`config.mk`:
```
export PLATFORM = sky130hd
export DESIGN_NAME = clb_cfg_loader
export DESIGN_NICKNAME = d
export VERILOG_FILES = /design/src/rtl/clb_cfg_loader.sv
export SDC_FILE = /design/constraint.sdc
export NUM_CORES = 1
export LEC_CHECK = 0
export CELL_PAD_IN_SITES_DETAIL_PLACEMENT = 0
export CELL_PAD_IN_SITES_GLOBAL_PLACEMENT = 1
export CORE_UTILIZATION = 25
export CTS_CLUSTER_DIAMETER = 60
export DETAILED_ROUTE_END_ITERATION = 8
export GPL_TIMING_DRIVEN = 0
export PLACE_DENSITY = 0.6
export SYNTH_ARGS = -nofsm -noshare
export SYNTH_HDL_FRONTEND = slang
export SYNTH_SLANG_ARGS = --single-unit
```
`constraint.sdc`:
```
create_clock -name clk -period 3.6 [get_ports clk]
set_input_delay 0.72 -clock clk [delete_from_list [all_inputs] [get_ports clk]]
set_output_delay 0.72 -clock clk [all_outputs]
set_load 0.01 [all_outputs]
```
`src/rtl/clb_cfg_loader.sv`:
```
// Serial configuration loader for one CLB: shifts a scan bitstream into the
// LUT SRAM write ports and mode bits of BLE_NUM BLEs, then bypasses scan bits downstream.

module clb_cfg_ble_slot (
  input  logic clk,
  input  logic rst_n,
  input  logic sel,
  input  logic mode_wr,
  input  logic lut_wr,
  input  logic bit_in,
  output logic is_comb,
  output logic we
);
  always_ff @(posedge clk) begin
    if (!rst_n) begin
      is_comb <= 1'b0;
      we      <= 1'b0;
    end else begin
      we <= lut_wr & sel;
      if (mode_wr && sel) is_comb <= bit_in;
    end
  end
endmodule

module clb_cfg_loader #(
  parameter int LUT_WIDTH = 4,
  parameter int BLE_NUM   = 10
) (
  input  logic                 clk,
  input  logic                 rst_n,
  input  logic                 cfg_start,
  input  logic                 scan_in,
  input  logic                 scan_en,
  output logic                 scan_out,
  output logic                 scan_out_en,
  output logic [BLE_NUM-1:0]   ble_we,
  output logic [LUT_WIDTH-1:0] ble_waddr,
  output logic                 ble_wdata,
  output logic [BLE_NUM-1:0]   is_comb,
  output logic                 cfg_busy,
  output logic                 cfg_done
);
  localparam int IW = (BLE_NUM > 1) ? $clog2(BLE_NUM) : 1;

  typedef enum logic [1:0] {IDLE, MODE, LUT, DONE} state_t;

  state_t               state, state_nx;
  logic [IW-1:0]        ble_idx;
  logic [LUT_WIDTH-1:0] lut_addr;
  logic                 start_ok, mode_wr, lut_wr, lut_last, ble_last, fwd;

  // A start in IDLE/DONE wins over a same-cycle scan bit, which is then dropped.
  assign start_ok = cfg_start && (state == IDLE || state == DONE);
  assign mode_wr  = (state == MODE) && scan_en;
  assign lut_wr   = (state == LUT) && scan_en;
  assign lut_last = (lut_addr == '1);
  assign ble_last = (ble_idx == IW'(BLE_NUM-1));
  assign fwd      = (state == DONE) && scan_en && !cfg_start;

  assign cfg_busy = (state == MODE) || (state == LUT);
  assign cfg_done = (state == DONE);

  always_ff @(posedge clk) begin
    if (!rst_n) state <= IDLE;
    else        state <= state_nx;
  end

  always_comb begin
    state_nx = state;
    case (state)
      IDLE:    if (cfg_start) state_nx = MODE;
      MODE:    if (scan_en)   state_nx = LUT;
      LUT:     if (scan_en && lut_last) state_nx = ble_last ? DONE : MODE;
      DONE:    if (cfg_start) state_nx = MODE;
      default: state_nx = IDLE;
    endcase
  end

  always_ff @(posedge clk) begin
    if (!rst_n) begin
      ble_idx     <= '0;
      lut_addr    <= '0;
      ble_waddr   <= '0;
      ble_wdata   <= 1'b0;
      scan_out    <= 1'b0;
      scan_out_en <= 1'b0;
    end else begin
      scan_out_en <= fwd;
      if (fwd) scan_out <= scan_in;
      if (start_ok) begin
        ble_idx  <= '0;
        lut_addr <= '0;
      end else if (lut_wr) begin
        ble_waddr <= lut_addr;
        ble_wdata <= scan_in;
        lut_addr  <= lut_addr + 1'b1;
        if (lut_last && !ble_last) ble_idx <= ble_idx + 1'b1;
      end
    end
  end

  genvar i;
  generate
    for (i = 0; i < BLE_NUM; i++) begin : g_ble
      clb_cfg_ble_slot u_slot (
        .clk     (clk),
        .rst_n   (rst_n),
        .sel     (ble_idx == IW'(i)),
        .mode_wr (mode_wr),
        .lut_wr  (lut_wr),
        .bit_in  (scan_in),
        .is_comb (is_comb[i]),
        .we      (ble_we[i])
      );
    end
  endgenerate
endmodule

```
### After elaboration in Yosys (flattened, before gate mapping)

Index checks and enable logic that the tools add are counted.

* add/subtract/negate cells: 2
* equal/unequal tests: 16
* multiplexer cells: 5
* bitwise operators: 12
* reduce and logical (&&, ||, !) cells: 28

Operator list (number)
* logical AND 1 bit: 17
* equality test 4 x 3 -> 1 bit, second input constant: 4
* equality test 4 bit, second input constant: 3
* AND 1 bit: 10
* adder 4 x 1 -> 4 bit, second input constant: 2
* equality test 4 x 2 -> 1 bit, second input constant: 2
* two-way mux 2 bit: 4
* case mux 2 bit (3 select lines): 1
* equality test 2 bit, second input constant: 2
* equality test 4 x 1 -> 1 bit, second input constant: 1
* zero test 4 bit: 1
* inequality test 2 x 1 -> 1 bit, second input constant: 2
* AND reduction 2 bit: 2
* OR reduction 2 bit: 2
* AND reduction 3 bit: 1
* equality test 2 x 1 -> 1 bit, second input constant: 1
* zero test 1 bit: 2
* zero test 2 bit: 1
* logical OR 1 bit: 2
* inequality test 2 bit, second input constant: 1
* NOT 1 bit: 2

* flip-flop bits (word level): 37
* word-level logic and storage cells: 90

### Longest topological paths before layout

Gate-level depths: netlist of run 1.

* word-level depth: 5
* mapped depth: 6

### By module

Synthesis of run 1 repeated with hierarchy kept, for this count alone.

* cell total of the unflattened synthesis: 180
* area, all modules: 1606.5 um^2

By module, submodules not included
* clb_cfg_loader: instances 1, cells an instance 110, area each 918.4 um^2, seq. area each 340.3 um^2
* clb_cfg_ble_slot: instances 10, cells an instance 7, area each 68.8 um^2, seq. area each 40.0 um^2

### Worst setup path after synthesis of run 1

No wires, ideal clock.

* path type: input -> register
* start: input port scan_en
* end: register state[0]
* library setup time: 72 ps
* arrival time: 1579 ps
* required time: 3528 ps
* slack: 1950 ps
* cell stages on the path: 4
* path buffers: 1
* cells stage by stage: buf_2 -> o21ba_2 -> a221oi_1 -> mux2i_1

* longest elaborated chain between the ends: 3
* elaborated cells between the ends (all ways): 4
* classes of those cells: 2 x eq/ne; 2 x reduce/logical

Ends and longest elaborated chain
* from (decl): line 33 `input logic scan_en,`
* logical AND 1 bit: line 73 `LUT: if (scan_en && lut_last) state_nx = ble_last ? DONE : MODE;`
* inequality test 2 x 1 -> 1 bit (no line)
* AND reduction 3 bit (no line) (*)
* to (signal assigned): line 65 `else state <= state_nx;`
* to (decl): line 47 `state_t state, state_nx;`

Every way passes the cells marked *; elsewhere a longest branch is shown, timed or not.
A chain may end at the register's enable or synchronous reset.

### Final worst setup path of run 1

* start: register state[0]
* end: output port cfg_busy

* longest elaborated chain between the ends: 2
* elaborated cells between the ends (all ways): 3
* classes of those cells: 2 x eq/ne; 1 x reduce/logical

Ends and longest elaborated chain
* equality test 2 x 1 -> 1 bit / equality test 2 bit (equally long branches): line 60 `assign cfg_busy = (state == MODE) || (state == LUT);`
* logical OR 1 bit (*): line 60
* to (decl): line 40 `output logic cfg_busy,`

Marked as above.

==> results_dict.tcl, run 1 <==
set metrics [dict create \
    outcome "finished, final reports clean" \
    hold_class "reg2reg" \
    setup_viol 0 \
    synth_area_mm2 0.00174 \
    p_leak_nw 0.909 \
    cp_common_cell "inv_1" \
    hpwlAfterDp_um 2610 \
    grt.met1_usage_pct 13.1 \
    cts.sink_count 37 \
    switchingPower_mw 0.284 \
    core_region_area_mm2 0.00676 \
    crit_chain "inv_1 -> ha_1 -> inv_1 -> clkdlybuf4s50_1" \
    synth.distinct_cells 33 \
    clock_latency_ns 0.28 \
    synthArstFlopShare_pct 0 \
    drv_cap 0 \
    power_density_mw_per_mm2 421 \
    syn_avg_cell_area_um2 9.02 \
    numPortBuffers 31 \
    worst_slack_ns 1.18 \
    max-clock-path-buffers 2 \
    grt_pass1_wl_um 5980 \
    ir_drop_mv 0.215 \
    start_kind "flop" \
    yosysTopAreaCell "dfxtp_1" \
    area_growth_pct 27.8 \
    pwr-share-clk_pct 28.1 \
    slew_headroom_pct 69.2 \
    slowest_delay_ns 0.53 \
    hold_viol 0 \
    synth_edf_count 0 \
    htree_levels 2 \
    antenna_cells 0 \
    clock.fmax_ghz 0.413 \
    drt-initial-drc-count 47 \
    total_power_mw 0.936 \
    finalWeightedCongestion 0.769 \
    use_met3_pct 2.24 \
    cpMaxStageDelayCell "clkdlybuf4s50_1" \
    post-route-period-util_pct 67.2 \
    cts_inserted_buffers 5 \
    synth_ff_type "dfxtp_1" \
    tightest_slew_ns 0.461 \
    grt_overflow 0 \
    layout.nets 244 \
    p_int_mw 0.652 \
    viasPerCell 4.29 \
    crit_family "buffers and inverters" \
    grt_usage_pct 10.4 \
    slew_viol_final 0 \
    critical_path_buf_inv_count 3 \
    start_util_pct 25.8 \
    required_ns 2.88 \
    path_clk_slew_ns 0.07 \
    route.detailed.drc 0 \
    wl_per_cell_um 11.2 \
    dieArea_mm2 0.00730 \
    synth_nets 206 \
    pre_cts_slack_ns 1.48 \
    die_x_um 85.4 \
    root_buffer "clkbuf_8" \
    power_frac_comb_pct 25.0 \
    yosys_warnings 0 \
    antenna_found_initial 0 \
    finClkSkew_ns 0.00435 \
    hold_buffers 0 \
    synthCells 193 \
    tns_ns 0 \
    postCtsSetupRepairBufs 0 \
    ys_ff_latch 37 \
    p_sw_share_pct 30.3 \
    synthTopCellsByArea "dfxtp_1 43%, buf_4 8.6%, mux2i_1 8.1%" \
    synth_top_area_share_pct 42.6 \
    grt_max_degree 11 \
    cp_max_fo 6 \
    cp.arrival_ns 1.70 \
    timing.critical_path.to_type "primary output" \
    top_usage_layer "met2" \
    std_cell_rows 30 \
    fp.dieH_um 85.4 \
    path_class "reg2out" \
    routed_wl_um 3470 \
    tritoncts "done" \
    cts_resized 0 \
    first_pass_iters 4 \
    p_seq_share_pct 47.0 \
    min_period_ns 2.42 \
    yosysSeqAreaShare_pct 42.6 \
    rsz0062_at_grt "no" \
    io_pins 34 \
    grt_pass1_vias 1273 \
    drtAntennaViolNets 0 \
    grt_use_met2_pct 17.2 \
    vias 1331 \
    final_layout_size_suffix_gt1_share_pct 16.5 \
]
==> cell usage in the layout, fill, tap and decap left out, types with 2 or more instances in the layout <==
cell type,netlist,final
and4b_1,2,2
nor2_1,7,7
nand3_1,9,9
and2_1,10,10
inv_1,7,7
mux2i_1,14,14
nand2_1,29,29
ha_1,8,8
dfxtp_1,37,37
nand2b_1,2,2
clkdlybuf4s50_1,0,31
buf_2,6,6
clkbuf_8,0,5
buf_4,20,20
or3_1,3,3
o21ai_0,9,9
nand3b_1,3,3
a21oi_1,10,10
==> routing by layer <==
layer | share of wire [%] | routed length [um] | up-vias
met5 | 0 | 0 | -
met3 | 3.6 | 126 | 6
li1 | - | - | 699
met2 | 46 | 1600 | 23
met1 | 48 | 1680 | 603
met4 | 2.0 | 68 | 0
==> power groups by stage <==
stage,clock [mW],combinational [mW],sequential [mW]
3_5_place_dp,0,0.240,0.450
3_3_place_gp,0,0.241,0.448
5_1_grt,0.291,0.266,0.443
6_report,0.263,0.234,0.440
2_1_floorplan,0,0.160,0.446
4_1_cts,0.273,0.241,0.440
==> metrics by stage <==
step           utilization (%)  cells  hold WS, ns  instance area [um2]
5_1_grt                   32.9    310        0.488                 2220
3_5_place_dp              31.8    304        0.454                 2150
4_1_cts                   32.9    310        0.465                 2220
3_3_place_gp              31.8    304        0.455                 2150
6_report                  32.9    310        0.461                 2220
2_1_floorplan                -    193        0.439                 1740
==> synthesized netlist by cell type, types with 2 or more instances <==
cell type / n
nand3b_1: 3
and4b_1: 2
o21ai_0: 9
ha_1: 8
and2_1: 10
buf_2: 6
inv_1: 7
nand2b_1: 2
nand2_1: 29
a21oi_1: 10
nor2_1: 7
dfxtp_1: 37
mux2i_1: 14
or3_1: 3
nand3_1: 9
buf_4: 20
==> state kept, by name (all words and copies together) (netlist names) <==
name,cells
state,2
g_ble.u_slot.is_comb,10
ble_wdata,1
ble_waddr,4
scan_out,1
lut_addr,4
g_ble.u_slot.we,10
ble_idx,4
scan_out_en,1
==> final cells by class <==
class	instances	area (um2)
plain buffers	27	184
clock inverters	1	5.00
flip-flops and latches	37	741
repair buffers	31	310
fillers	744	4530
clock buffers	5	68.8
well taps	80	100
multi-input cells	121	786
inverters	8	30.0
==> worst reg2reg max path, stage by stage, from the launching register on <==
cell and delay, ns:
dfxtp_1 0.38, inv_1 0.06, ha_1 0.30, o21ba_2 0.23, a221oi_1 0.39, mux2i_1 0.24
==> cell families after synthesis <==
kind of cell / share of synthesized area [%]
simple gates: 22.9
flops: 42.6
buf+inv: 12.3
compound gates: 7.41
mux: 8.05
fa+ha+maj: 5.75
xor+xnor: 1.01
==> worst paths after layout <==
kind,start,endpoint,slack (ns),cells past startpoint
setup / recovery,state[0],cfg_busy,1.18,4
hold / removal,g_ble[3].u_slot.is_comb,g_ble[3].u_slot.is_comb,0.46,2
setup reg to reg,state[0],state[1],1.94,5
hold reg to reg,g_ble[3].u_slot.is_comb,g_ble[3].u_slot.is_comb,0.46,2
Power figures use the tool's default switching activity.
==> run 2, diff against run 1 <==
Settings changed: PLACE_DENSITY 0.6 to 0.62.
Clock period 3.6 ns to 1.96 ns, I/O delays scaled along.
==> run 2 against run 1 <==
Compared with the run above:
- routed wire length rose by 3.6%
- sequential share of layout area is 0.57 points lower
- critical endpoint unchanged
- final cell count grew 0.65%
- worst hold slack worse by 0.030 ns
- critical path type unchanged
- design area grew 2.1%
- count of clock-buffer cells in the layout grew 2
- die area stayed put
- sequential cell count did not move
- clock skew up 0.0047 ns
- highest routed layer unchanged
==> results_dict.tcl, run 2 (synthesized netlist as in run 1, its figures left out) <==
set metrics [dict create \
    fp.dieH_um 85.4 \
    viasPerCell 4.26 \
    total_power_mw 1.94 \
    path_clk_slew_ns 0.08 \
    slew_viol_final 0 \
    finClkSkew_ns 0.00903 \
    power_frac_comb_pct 22.4 \
    tns_ns 0 \
    dieArea_mm2 0.00730 \
    postCtsSetupRepairBufs 0 \
    finalWeightedCongestion 0.736 \
    drv_cap 0 \
    final_common_cell "dfxtp_1" \
    cts_resized 4 \
    hold_viol 0 \
    antenna_found_initial 0 \
    std_cell_rows 30 \
    drt-initial-drc-count 42 \
    die_x_um 85.4 \
    start_kind "flop" \
    required_ns 1.57 \
    cp.arrival_ns 1.39 \
    cp_max_fo 6 \
    path_class "reg2out" \
    holdPathStages 3 \
    first_pass_iters 4 \
    tritoncts "done" \
    reg2regPathDepth 4 \
    cpMaxStageDelayCell "ha_2" \
    htree_levels 2 \
    wl_per_cell_um 11.5 \
    crit_chain "inv_1 -> ha_2 -> inv_1 -> dlygate4sd2_1" \
    r2r_start "lut_addr[0]" \
    hold_buffers 0 \
    power_density_mw_per_mm2 856 \
    clock_latency_ns 0.29 \
    hold_path_end "state[0]" \
    antenna_cells 0 \
    cts.sink_count 37 \
    vias 1330 \
    grt_overflow 0 \
    switchingPower_mw 0.565 \
    fillers 736 \
    drtAntennaViolNets 0 \
    cts_inserted_buffers 5 \
    r2r_slack_ns 0.35 \
    dp.cells 304 \
    start_util_pct 25.8 \
    reg_top3 "g_ble.u_slot.is_comb: 10 flops, g_ble.u_slot.we: 10 flops" \
    cp_common_cell "inv_1" \
    min_period_ns 1.78 \
    grt_pass1_wl_um 6200 \
    hpwlAfterDp_um 2600 \
    area_growth_pct 30.5 \
    slew_headroom_pct 65.7 \
    clock.fmax_ghz 0.561 \
    setup_viol 0 \
    io_pins 34 \
    hp-start "rst_n" \
    grt_pass1_vias 1320 \
    root_buffer "clkbuf_8" \
    timing.critical_path.to_type "primary output" \
    grt_max_degree 12 \
    p_sw_share_pct 29.1 \
    tightest_slew_ns 0.515 \
    final_layout_size_suffix_gt1_share_pct 18.1 \
    reg2reg_to "state[0]" \
    hold_class "in2reg" \
    core_region_area_mm2 0.00676 \
    pwr-share-clk_pct 35.9 \
    outcome "finished, final reports clean" \
    layout_common_cells "35 x dfxtp_1, 30 x clkdlybuf4s50_1, 29 x nand2_1" \
    slowest_delay_ns 0.37 \
    post-route-period-util_pct 90.9 \
    p_seq_share_pct 41.7 \
    routed_wl_um 3600 \
    stdcell_count 312 \
    route.detailed.drc 0 \
    grt_usage_pct 11.0 \
    max-clock-path-buffers 2 \
    p_int_mw 1.38 \
    layout.nets 244 \
    numPortBuffers 31 \
    p_leak_nw 0.930 \
    rsz0062_at_grt "no" \
    ir_drop_mv 0.387 \
]
-- run 2: area by class of cell --
class / instances / area (um2) / area share, %
buffer: 27 / 184 / 8.10
multi-input combinational: 121 / 788 / 34.7
timing repair buffer: 31 / 309 / 13.6
sequential: 37 / 743 / 32.7
tap: 80 / 100 / 4.41
clock buffer: 7 / 86.3 / 3.80
clock inverter: 1 / 30.0 / 1.32
inverter: 8 / 30.0 / 1.32
-- run 2: worst max-delay path by stage --
stage | start | to | slack [ns] | cells past startpoint
2_1_floorplan | state[0] | state[0] | 0.47 | 5
3_3_place_gp | state[0] | cfg_busy | 0.17 | 4
3_5_place_dp | state[0] | cfg_busy | 0.16 | 4
4_1_cts | state[1] | cfg_done | 0.16 | 2
5_1_grt | state[1] | cfg_done | 0.11 | 2
6_report | state[0] | cfg_busy | 0.18 | 4
-- run 2: worst max-delay path: cells and delay by family (launching register included) --
kind,cells,cell delay [ns]
buf+inv,3,0.38
fa+ha+maj,1,0.37
flops,1,0.35
-- run 2: power groups by stage --
stage / logic (mW) / clock network (mW) / registers (mW)
6_report: 0.435 / 0.697 / 0.811
5_1_grt: 0.495 / 0.744 / 0.815
4_1_cts: 0.439 / 0.706 / 0.811
3_5_place_dp: 0.440 / 0 / 0.825
3_3_place_gp: 0.440 / 0 / 0.823
2_1_floorplan: 0.295 / 0 / 0.820
-- run 2: routing by layer --
metal	global-route usage (%)	part of all wire, %	up-vias	wire length (um)
li1	-	-	696	-
met1	14.1	50	603	1820
met2	17.2	43	25	1550
met3	3.02	4.4	6	160
met4	5.15	1.9	0	70
met5	0	0	-	0
-- run 2: through the flow --
step                area [um2]  util (%)  hold WS, ns  setup WS, ns
floorplan                 1740         -        0.439         0.471
global placement          2150      31.8        0.454         0.166
detailed placement        2150      31.8        0.454         0.162
CTS                       2270      33.6        0.428         0.159
global route              2270      33.6        0.447         0.112
finish                    2270      33.6        0.431         0.179
==> run 3, diff against run 2 <==
Clock period 1.96 ns to 1.6 ns, I/O delays scaled along.
==> run 3 against run 2 <==
Compared with the run above:
- design area rose by 3.0%
- clock skew fell by 0.00080 ns
- core utilization rose by 1.0 points
- first-iteration DRC count rose by 21%
- non-clock buffer count rose by 1
- combinational power rose by 49%
- largest power group unchanged
- critical path depth fell by 2
- die area did not move
- setup slack got worse by 0.13 ns
- clock power rose by 22%
- worst hold slack got worse by 0.073 ns
==> results_dict.tcl, run 3 (synthesized netlist as in run 1, its figures left out) <==
set metrics [dict create \
    clock.fmax_ghz 0.646 \
    power_frac_comb_pct 25.9 \
    path_clk_slew_ns 0.08 \
    start_kind "flop" \
    rsz0062_at_grt "no" \
    pre_cts_slack_ns -0.126 \
    r2r_start "lut_addr[0]" \
    drv_cap 0 \
    required_ns 1.28 \
    slew_viol_final 0 \
    viasPerCell 4.25 \
    grt_usage_pct 11.0 \
    p_seq_share_pct 40.0 \
    grt_overflow 0 \
    final_common_cell "dfxtp_1" \
    switchingPower_mw 0.740 \
    outcome "finished, final reports clean" \
    tritoncts "done" \
    htree_levels 2 \
    p_sw_share_pct 29.6 \
    grt_pass1_vias 1319 \
    antenna_found_initial 0 \
    cts.sink_count 37 \
    reg2reg_to "ble_idx[3]" \
    vias 1330 \
    hold_buffers 0 \
    hpwlAfterDp_um 2600 \
    io_pins 34 \
    die_x_um 85.4 \
    finClkSkew_ns 0.00823 \
    timing.critical_path.to_type "primary output" \
    cp.arrival_ns 1.23 \
    pwr-share-clk_pct 34.1 \
    holdPathStages 3 \
    p_leak_nw 1.11 \
    path_class "reg2out" \
    route.detailed.drc 0 \
    layout.nets 245 \
    routed_wl_um 3620 \
    min_period_ns 1.55 \
    cts_inserted_buffers 5 \
    grt_max_degree 12 \
    p_int_mw 1.76 \
    area_growth_pct 34.4 \
    root_buffer "clkbuf_8" \
    drt-initial-drc-count 51 \
    post-route-period-util_pct 96.8 \
    first_pass_iters 4 \
    slew_headroom_pct 71.4 \
    dieArea_mm2 0.00730 \
    setup_viol 0 \
    wl_per_cell_um 11.6 \
    hp-start "rst_n" \
    core_region_area_mm2 0.00676 \
    fp.dieH_um 85.4 \
    max-clock-path-buffers 2 \
    total_power_mw 2.50 \
    reg_top3 "g_ble.u_slot.is_comb: 10 flops, g_ble.u_slot.we: 10 flops" \
    layout_common_cells "34 x dfxtp_1, 29 x nand2_1, 21 x buf_4" \
    hold_class "in2reg" \
    std_cell_rows 30 \
    reg2regPathDepth 4 \
    final_layout_size_suffix_gt1_share_pct 21.5 \
    ir_drop_mv 0.464 \
    hold_path_end "state[0]" \
    r2r_slack_ns 0.07 \
    finalWeightedCongestion 0.736 \
    tightest_slew_ns 0.429 \
    worst_slack_ns 0.0509 \
    clock_latency_ns 0.29 \
    hold_viol 0 \
    start_util_pct 25.8 \
    power_density_mw_per_mm2 1070 \
    numPortBuffers 31 \
    grt_pass1_wl_um 6220 \
    cp_max_fo 2 \
    antenna_cells 0 \
    drtAntennaViolNets 0 \
]
run 3: cell types whose count changed in the layout (fill, tap and decap cells not counted), sizes merged:
cell / change
clkbuf: +1
dlymetal6s2s: +9
clkdlybuf4s50: -10
buf: +1
run 3: how the worst max path moves through the flow:
stage	startpoint	endpoint	depth (start not counted)
global placement	state[0]	cfg_busy	4
floorplan	state[0]	state[0]	5
CTS	state[0]	cfg_busy	4
finish	g_ble[9].u_slot.is_comb	is_comb[9]	2
global route	g_ble[4].u_slot.we	ble_we[4]	2
detailed placement	state[0]	cfg_busy	4
run 3: metal layers:
metal	track usage, %	vias up	part of all wire, %
li1	-	701	-
met1	14.2	595	51
met2	17.1	26	43
met3	3.02	8	3.9
met4	5.15	0	2.7
met5	0	-	0
run 3: metrics by stage:
step                      utilization [%]  setup TNS, ns  instances  area, um2  hold WS (ns)
after floorplan                         -              0        193       1740         0.439
after global placement               31.8         -0.327        304       2150         0.454
after detailed placement             31.8         -0.323        304       2150         0.454
after CTS                            33.7        -0.0665        312       2280         0.356
after global routing                 34.6              0        313       2340         0.375
final                                34.6              0        313       2340         0.358
run 3: layout make-up:
type / instances / area [um2]
clock buffer: 7 / 86.3
inverter: 8 / 30.0
clock inverter: 1 / 30.0
fill: 724 / 4420
tap: 80 / 100
timing repair buffer: 32 / 334
buffer: 27 / 184
multi-input combinational: 121 / 830
sequential: 37 / 744
run 3: worst max-delay path: stages, from the launching register on:
cell and delay, ns:
dfxtp_1 0.33, buf_4 0.10, clkdlybuf4s50_1 0.51
run 3: timing repair:
| action | CTS | global route |
|---|---|---|
| endpoints found under the setup margin | 11 | 17 |
| gates resized for setup | 6 | 18 |
| pin swaps | 0 | 1 |
| setup buffers | 0 | 1 |
run 3: power by group through the flow:
stage               Combinational [mW]  Clock [mW]  Sequential, mW
floorplan                        0.361           0            1.00
global placement                 0.539           0            1.01
detailed placement               0.539           0            1.01
CTS                              0.569       0.865           0.999
global route                     0.716       0.912            1.01
finish                           0.647       0.852            1.00
